<file path="src/rtl/hex2dec_arb.sv">
// hex2dec_arb: round-robin arbiter sharing one binary-to-BCD converter
// between NREQ valid/ready requesters, with one valid/ready response channel.
//
// Ports:
//   clk, rst_n            clock, asynchronous active-low reset
//   req_valid[NREQ]       per-requester request valid
//   req_data[8*NREQ]      per-requester byte, requester i on [8i+7:8i]
//   req_ready[NREQ]       one-hot acceptance strobe (combinational, IDLE only)
//   rsp_valid/rsp_ready   response handshake
//   rsp_id                index of the served requester
//   rsp_dec_h/rsp_dec_l   BCD tens/units digits (F/F on error)
//   rsp_err               served byte was greater than 99
//   stat_done/stat_err    response counters
//
// Optional feature macro: HEX2DEC_ARB_STATS_EN enables the response counters;
// without it stat_done and stat_err are tied to zero.
module hex2dec_arb #(
  parameter int unsigned NREQ = 4,
  parameter int unsigned IDW  = 2
) (
  input  logic              clk,
  input  logic              rst_n,
  input  logic [NREQ-1:0]   req_valid,
  input  logic [8*NREQ-1:0] req_data,
  output logic [NREQ-1:0]   req_ready,
  output logic              rsp_valid,
  input  logic              rsp_ready,
  output logic [IDW-1:0]    rsp_id,
  output logic [3:0]        rsp_dec_h,
  output logic [3:0]        rsp_dec_l,
  output logic              rsp_err,
  output logic [15:0]       stat_done,
  output logic [7:0]        stat_err
);

  localparam int unsigned DW     = 8;
  localparam int unsigned DIGW   = 4;
  localparam int unsigned MAXDEC = 99;

  typedef enum logic [1:0] {IDLE, CONV, RESP} state_e;

  state_e          state_q, state_d;
  logic [IDW-1:0]  rr_ptr_q, rr_ptr_d;
  logic [IDW-1:0]  id_q, id_d;
  logic [DW-1:0]   conv_in_q, conv_in_d;
  logic            rsp_valid_q, rsp_valid_d;
  logic [IDW-1:0]  rsp_id_q, rsp_id_d;
  logic [DIGW-1:0] rsp_dec_h_q, rsp_dec_h_d;
  logic [DIGW-1:0] rsp_dec_l_q, rsp_dec_l_d;
  logic            rsp_err_q, rsp_err_d;

  logic            gnt_found_c;
  logic [IDW-1:0]  gnt_idx_c;
  logic [DW-1:0]   gnt_data_c;
  logic [DIGW-1:0] conv_h_c, conv_l_c;
  logic            conv_err_c;
  logic            rsp_fire_c;

  // Requester index k positions after the pointer, wrapping at NREQ.
  function automatic int unsigned wrap_idx(input logic [IDW-1:0] ptr, input int unsigned k);
    int unsigned idx;
    idx = int'(ptr) + k;
    if (idx >= NREQ) idx = idx - NREQ;
    return idx;
  endfunction

  // Round-robin search starting at rr_ptr.
  always_comb begin
    gnt_found_c = 1'b0;
    gnt_idx_c   = '0;
    gnt_data_c  = '0;
    for (int unsigned k = 0; k < NREQ; k++) begin
      if (!gnt_found_c && req_valid[wrap_idx(rr_ptr_q, k)]) begin
        gnt_found_c = 1'b1;
        gnt_idx_c   = IDW'(wrap_idx(rr_ptr_q, k));
        gnt_data_c  = req_data[DW*wrap_idx(rr_ptr_q, k) +: DW];
      end
    end
  end

  // Shared converter; only meaningful for 0..99, error overrides otherwise.
  always_comb begin
    conv_h_c   = DIGW'(conv_in_q / DW'(10));
    conv_l_c   = DIGW'(conv_in_q % DW'(10));
    conv_err_c = (conv_in_q > DW'(MAXDEC));
  end

  // Acceptance strobe held low during reset so no transfer overlaps it.
  always_comb begin
    req_ready = '0;
    if (rst_n && (state_q == IDLE) && gnt_found_c) req_ready[gnt_idx_c] = 1'b1;
  end

  assign rsp_fire_c = rsp_valid_q & rsp_ready;

  // Next-state and datapath updates.
  always_comb begin
    state_d     = state_q;
    rr_ptr_d    = rr_ptr_q;
    id_d        = id_q;
    conv_in_d   = conv_in_q;
    rsp_valid_d = rsp_valid_q;
    rsp_id_d    = rsp_id_q;
    rsp_dec_h_d = rsp_dec_h_q;
    rsp_dec_l_d = rsp_dec_l_q;
    rsp_err_d   = rsp_err_q;
    unique case (state_q)
      IDLE: begin
        if (gnt_found_c) begin
          conv_in_d = gnt_data_c;
          id_d      = gnt_idx_c;
          rr_ptr_d  = (gnt_idx_c == IDW'(NREQ - 1)) ? '0 : gnt_idx_c + IDW'(1);
          state_d   = CONV;
        end
      end
      CONV: begin
        rsp_valid_d = 1'b1;
        rsp_id_d    = id_q;
        rsp_err_d   = conv_err_c;
        rsp_dec_h_d = conv_err_c ? 4'hF : conv_h_c;
        rsp_dec_l_d = conv_err_c ? 4'hF : conv_l_c;
        state_d     = RESP;
      end
      RESP: begin
        if (rsp_fire_c) begin
          rsp_valid_d = 1'b0;
          state_d     = IDLE;
        end
      end
      default: state_d = IDLE;
    endcase
  end

  always_ff @(posedge clk or negedge rst_n) begin
    if (!rst_n) begin
      state_q     <= IDLE;
      rr_ptr_q    <= '0;
      id_q        <= '0;
      conv_in_q   <= '0;
      rsp_valid_q <= 1'b0;
      rsp_id_q    <= '0;
      rsp_dec_h_q <= '0;
      rsp_dec_l_q <= '0;
      rsp_err_q   <= 1'b0;
    end else begin
      state_q     <= state_d;
      rr_ptr_q    <= rr_ptr_d;
      id_q        <= id_d;
      conv_in_q   <= conv_in_d;
      rsp_valid_q <= rsp_valid_d;
      rsp_id_q    <= rsp_id_d;
      rsp_dec_h_q <= rsp_dec_h_d;
      rsp_dec_l_q <= rsp_dec_l_d;
      rsp_err_q   <= rsp_err_d;
    end
  end

  assign rsp_valid = rsp_valid_q;
  assign rsp_id    = rsp_id_q;
  assign rsp_dec_h = rsp_dec_h_q;
  assign rsp_dec_l = rsp_dec_l_q;
  assign rsp_err   = rsp_err_q;

`ifdef HEX2DEC_ARB_STATS_EN
  logic [15:0] stat_done_q, stat_done_d;
  logic [7:0]  stat_err_q, stat_err_d;

  // Done count wraps; error count saturates.
  always_comb begin
    stat_done_d = stat_done_q;
    stat_err_d  = stat_err_q;
    if (rsp_fire_c) begin
      stat_done_d = stat_done_q + 16'd1;
      if (rsp_err_q && (stat_err_q != 8'hFF)) stat_err_d = stat_err_q + 8'd1;
    end
  end

  always_ff @(posedge clk or negedge rst_n) begin
    if (!rst_n) begin
      stat_done_q <= '0;
      stat_err_q  <= '0;
    end else begin
      stat_done_q <= stat_done_d;
      stat_err_q  <= stat_err_d;
    end
  end

  assign stat_done = stat_done_q;
  assign stat_err  = stat_err_q;
`else
  assign stat_done = '0;
  assign stat_err  = '0;
`endif

endmodule
</file>
<file path="config.mk">
export PLATFORM = sky130hd
export DESIGN_NAME = hex2dec_arb
export DESIGN_NICKNAME = d
export VERILOG_FILES = /design/src/rtl/hex2dec_arb.sv
export SDC_FILE = /design/constraint.sdc
export NUM_CORES = 1
export LEC_CHECK = 0
export BUFFER_PORTS_ARGS = -buffer_cell sky130_fd_sc_hd__buf_2
export CORE_MARGIN = 2
export CORE_UTILIZATION = 48
export CTS_CLUSTER_DIAMETER = 120
export CTS_CLUSTER_SIZE = 16
export DETAILED_ROUTE_END_ITERATION = 16
export GPL_ROUTABILITY_DRIVEN = 0
export GPL_TIMING_DRIVEN = 0
export PLACE_DENSITY = 0.78
export SLEW_MARGIN = 5
export SYNTH_ARGS = -nofsm -noshare
export SYNTH_HDL_FRONTEND = slang
export SYNTH_SLANG_ARGS = --single-unit
</file>
<file path="constraint.sdc">
create_clock -name clk -period 4.6 [get_ports clk]
set_clock_uncertainty 0.05 [all_clocks]
set_input_delay 0.92 -clock clk [delete_from_list [all_inputs] [get_ports clk]]
set_output_delay 0.92 -clock clk [all_outputs]
set_load 0.01 [all_outputs]
</file>
After elaboration in Yosys (flattened, before gate mapping)
Index checks and enable logic that the tools add are counted.

Register bits after elaboration: 26. Input bits: 39. Logic and storage cells: 93.

Mux-type cells: 39. Reductions and logical operators: 14. Magnitude comparators: 11. Add/subtract/negate cells: 8. Equality and inequality tests: 5. Shifts and indexed selects: 4. Div/mod/pow operators: 2. Bitwise operators: 1.

Operators by type and width (number): variable part select 32 x 33 -> 8 bit (4); < comparator 32 x 3 -> 1 bit, second input constant (4); 2-to-1 mux 32 bit (4); 2-to-1 mux 29 bit (4); 2-to-1 mux 8 bit (4); 2-to-1 mux 2 bit (7); 2-to-1 mux 4 bit (3); subtractor 3 x 3 -> 4 bit, second input constant (3); 2-to-1 mux 1 bit (10); >= comparator 3 bit, second input constant (3); binary-select mux 1 bit (select 2 bit) (4); divider 8 x 4 -> 8 bit, second input constant (1); > comparator 8 x 7 -> 1 bit, second input constant (1); modulo 8 x 4 -> 8 bit, second input constant (1); adder 2 x 2 -> 3 bit, second input constant (2); logical AND 1 bit (6); one-hot mux 2 bit (3 select lines) (1); AND reduction 2 bit (3); equality test 2 bit, second input constant (2); inequality test 2 bit, second input constant (2); subtractor 2 x 3 -> 4 bit, second input constant (1); adder 2 x 1 -> 3 bit, second input constant (1); >= comparator 2 x 3 -> 1 bit, second input constant (1); zero test 1 bit (3); 9 further kinds (9).

Logic depth before layout (Yosys ltp)
Depth after elaboration: 19. Depth in mapped cells: 14. Gate-level depth less buffers: 10.

Least setup slack after synthesis
Ideal clock, no wire load.

Path type: register to output. From: register rr_ptr_q[0]. To: output port req_ready[3]. Stages on the path, launching flop included: 14. Data required time: 3.630 ns. Arrival time: 3.171 ns. Setup slack: 0.459 ns. Cells stage by stage: dfrtp_1 -> buf_4 -> buf_4 -> buf_2 -> inv_1 -> ha_1 -> mux4_2 -> buf_2 -> nor2_4 -> nand2_1 -> a21oi_1 -> inv_1 -> ha_1 -> and3_1.

Longest elaborated chain between the ends: 19.

Ends and longest elaborated chain: start, declared (line 43) `logic [IDW-1:0] rr_ptr_q, rr_ptr_d;`; start signal, assigned (line 147) `rr_ptr_q <= rr_ptr_d;`; parallel branches: the longest is 13 deep, another holds subtractor 3 x 3 -> 4 bit; 2-to-1 mux 2 bit (*) (line 73) `if (!gnt_found_c && req_valid[wrap_idx(rr_ptr_q, k)]) begin`; net gnt_idx_c[1] (line 53) `logic [IDW-1:0] gnt_idx_c;`; < comparator 2 x 3 -> 1 bit (not written as such) or >= comparator 2 x 1 -> 1 bit (tied branches) (line 91) `if (rst_n && (state_q == IDLE) && gnt_found_c) req_ready[gnt_idx_c] = 1'b1;`; logical AND 1 bit (not written as such) (line 91); 2-to-1 mux 1 bit (not written as such) (line 91); demux 1 bit (select 2 bit) (*) (line 91); 2-to-1 mux 4 bit (*) (line 91); end, declared (line 25) `output logic [NREQ-1:0] req_ready,`.

Mark *: on every way through the listed nets, which the timed path passes. The select of a mux whose other input is x is not followed.

Worst setup path in the final report
From: register rr_ptr_q[1]. To: output port req_ready[3].

The elaborated chain is that of the path after synthesis.

==> run summary <==
### Outcome
* **run status** finished clean

### Die
* **Ports** 79
* **Std-Cell Rows** 29
* **Total Die Area** 7080 um2
* **Die W** 84.1 um
* **height of the die** 84.1 um
* **core box area** 6280 um2
* **starting utilization of the core area** 49.1%

### STA
* **fraction of the cycle the final worst path needs** 98.0%
* **worst slew pin tran** 0.662 ns
* **final setup margin** 0.0905 ns
* **Hold Vio Cnt, Final** 0
* **fin. max-slew vios** 0
* **Fmax achieved** 0.222 GHz
* **Final Critical Period** 4.51 ns
* **number of setup violations in the final report** 0
* **max-slew headroom at the worst pin** 55.9%

### Placement
* **Place WS** -0.166 ns
* **# port buffers** 54
* **placed insts** 491
* **post-detailed-placement half-perimeter wirelength** 5870 um

### Critical path
* **CP Data Required Time** 3.63 ns
* **startpoint kind of the worst setup timing path** register
* **arrival time at the worst endpoint** 3.54 ns
* **crit path kind** reg2out
* **critical path capture point type** output port
* **maximum fanout along the worst path** 10
* **cell type group with the largest total delay on the critical path** buffers and inverters
* **worst-path cell with the longest stage delay** sky130_fd_sc_hd__mux4_2
* **CP max stage delay** 0.59 ns
* **critical path buffer and inverter count** 5
* **worst path cell trace** clkbuf_4, inv_1, ha_1, mux4_2, buf_2, nor2_4, nand2_1, a21oi_2, inv_1, ha_1, and3_1, buf_2

### Synthesis
* **sequential share of the synthesized area** 21.1%
* **mux share of post-synthesis cell area** 26.0%
* **Post-Synthesis Cells** 337
* **Post-synth EDFFs** 0
* **flops & latches, synth** 26
* **number of unique standard cell types used by synthesis** 56
* **post-synthesis simple-gate area fraction** 16.6%
* **post-synthesis async set-or-reset flop share** 100%
* **area leader, netlist** sky130_fd_sc_hd__dfrtp_1
* **Adder-Cell Fraction of Synth Area** 2.84%
* **commonest cells in the netlist** sky130_fd_sc_hd__nand2_1 (39), sky130_fd_sc_hd__mux4_2 (28), sky130_fd_sc_hd__buf_4 (27)
* **Post-Syn Area** 3080 um2
* **main combinational cell family by area after synthesis** multiplexers
* **count of warnings emitted by yosys** 0
* **area share of the leading cell type in the synthesized netlist** 21.1%
* **biggest area contributors in the synthesized netlist** sky130_fd_sc_hd__dfrtp_1 (21%), sky130_fd_sc_hd__mux4_2 (20%), sky130_fd_sc_hd__buf_4 (6.6%), sky130_fd_sc_hd__mux2i_1 (5.5%), sky130_fd_sc_hd__nand2_1 (4.7%)
* **Mean Syn Cell Area** 9.15 um2
* **synthesized-area fraction occupied by ao, oa, aoi and oai cells** 20.9%
* **most repeated cell in the gate-level netlist after synthesis** sky130_fd_sc_hd__nand2_1
* **post-synthesis share of cell area spent on xor and xnor gates** 0.852%
* **prevailing post-synth register cell** sky130_fd_sc_hd__dfrtp_1

### Job
* **max-cap violations** 0

### Clock network
* **total clock buffers created by CTS** 3
* **clock tree from TritonCTS** yes
* **CTS clk-pin slew, worst paths** 0.09 ns
* **number of sinks driven by the clock tree** 26
* **deepest clock path buffer count** 2
* **clock insertion delay at the later pin of the skew report** 0.27 ns
* **root buffer cell** sky130_fd_sc_hd__clkbuf_8
* **number of H-tree levels** 1

### Detailed routing
* **DR vias** 2922
* **average routed wire per standard cell** 15.6 um
* **DRC violation count after routing** 0
* **DRT iter0 DRCs** 182
* **vias per inst** 5.88
* **number of iterations in the first detailed-routing pass** 5
* **wire length after detailed routing** 7750 um
* **Routed Antenna Nets** 0

### Layout
* **NumNets Final** 467
* **growth of design area from synthesis to finish** 18.5%
* **ratio of cells with drive above 1 in the final layout** 33.6%
* **fill cell instance count of the final layout** 560
* **number of standard cells in the final layout excluding fillers** 497
* **Antenna Diode Count** 0

### Worst hold path
* **worst min path class** reg2reg

### Pwr
* **Leakage Power** 0.00164 uW
* **total power divided by cell area** 749 nW/um2
* **worst vdd rail ir drop** 0.470 mV

### Global route
* **vias in the first global route** 2734
* **maximum number of pins on one net before global-route repair** 31
* **All-Layer GR Usage** 21.8%
* **Remaining Overflow, GRT** 0
* **initial antenna violation count** 0
* **global-route wire length before repair** 13000 um

cells in the final DEF, fill, tap and decap left out, drive strengths merged, types with 2 or more instances in the layout:
cell,n
o2111ai,2
nor2,17
a21boi,3
conb,24
buf,95
nor3b,3
mux4,28
or3b,3
clkbuf,14
a22o,2
o22ai,7
nand3,2
o31ai,7
mux2i,17
and3,7
inv,11
a31oi,3
dfrtp,26
nand2,39
nand3b,4
a21oi,22
nand2b,5
o21a,2
a221oi,5
or3,7
o21ai,17
a22oi,7
nor2b,5
o32a,2
xnor2,2
o21bai,3
a211oi,3
ha,7
nor3,4
kinds of logic after synthesis:
family	count (synthesis)
compound gates	94
xor+xnor	3
mux	45
other cells	1
buf+inv	61
simple gates	100
flops	26
fa+ha+maj	7
cell type report:
type                       count  area (um2)  share of cell area (%)
multi-input combinational    273        2160                    59.2
sequential                    26         652                    17.8
buffer                        49         335                    9.18
timing repair buffer          57         293                    8.01
tap                           77        96.3                    2.64
clock buffer                   3        41.3                    1.13
inverter                      11        41.3                    1.13
clock inverter                 1        30.0                   0.822
worst reg2reg max path: cells and delay by family (launching register included):
| kind | cells | cell delay (ns) |
|---|---|---|
| flip-flops | 1 | 0.49 |
| AO/OA/AOI/OAI | 3 | 0.66 |
| adder cells (fa/ha/maj) | 1 | 0.37 |
| multiplexers | 1 | 0.59 |
| buffers and inverters | 4 | 0.84 |
| AND/OR/NAND/NOR | 2 | 0.29 |
what timing repair did:
item                                    CTS  global route
buffers inserted                          0             3
hold buffers                              0             0
hold endpoints to repair                  0             0
gates resized for setup                   4             7
pin swaps                                 0             1
endpoints found under the setup margin    4             4
worst paths after layout:
| check | from | to | slack, ns | depth (start not counted) |
|---|---|---|---|---|
| setup / recovery | rr_ptr_q[1] | req_ready[3] | 0.09 | 12 |
| hold / removal | rsp_id[0] | rsp_id[0] | 0.43 | 2 |
| setup reg to reg | rr_ptr_q[1] | conv_in_q[6] | 1.24 | 11 |
| hold reg to reg | rsp_id[0] | rsp_id[0] | 0.43 | 2 |
| max in group asynchronous | rst_n | rr_ptr_q[0] | 3.48 | 1 |
| min in group asynchronous | rst_n | rsp_err | 0.59 | 1 |
per-layer routing:
metal  up-vias  global-route usage [%]  wire length, um  share of wire [%]
met5         -                       0                0                  0
met4         0                    5.28               78                1.0
met3        10                    2.65              692                8.9
met2       157                    36.1             3800                 49
met1      1351                    30.6             3180                 41
li1       1404                       -                -                  -
where the power goes:
part           internal, uW  switching [uW]  total [uW]
combinational           959            1160        2120
clock                   117            73.4         190
sequential              343            83.6         427
stage by stage:
step | total power (uW) | setup TNS (ns) | hold WS (ns) | area (um2) | utilization [%]
global route | 2970 | -0.0458 | 0.467 | 3650 | 58.2
floorplan | 2010 | 0 | 0.389 | 3170 | -
finish | 2740 | 0 | 0.434 | 3650 | 58.2
global placement | 2420 | -0.461 | 0.408 | 3540 | 56.3
CTS | 2670 | 0 | 0.431 | 3610 | 57.5
detailed placement | 2470 | -0.347 | 0.408 | 3540 | 56.3
flip-flops by register name, indices dropped and copies added, names as in the netlist:
register	flops
conv_in_q	8
id_q	2
rr_ptr_q	2
rsp_dec_h	4
rsp_dec_l	4
rsp_err	1
rsp_id	2
rsp_valid	1
state_q	2
No activity file was read; power rests on OpenSTA's default activity.
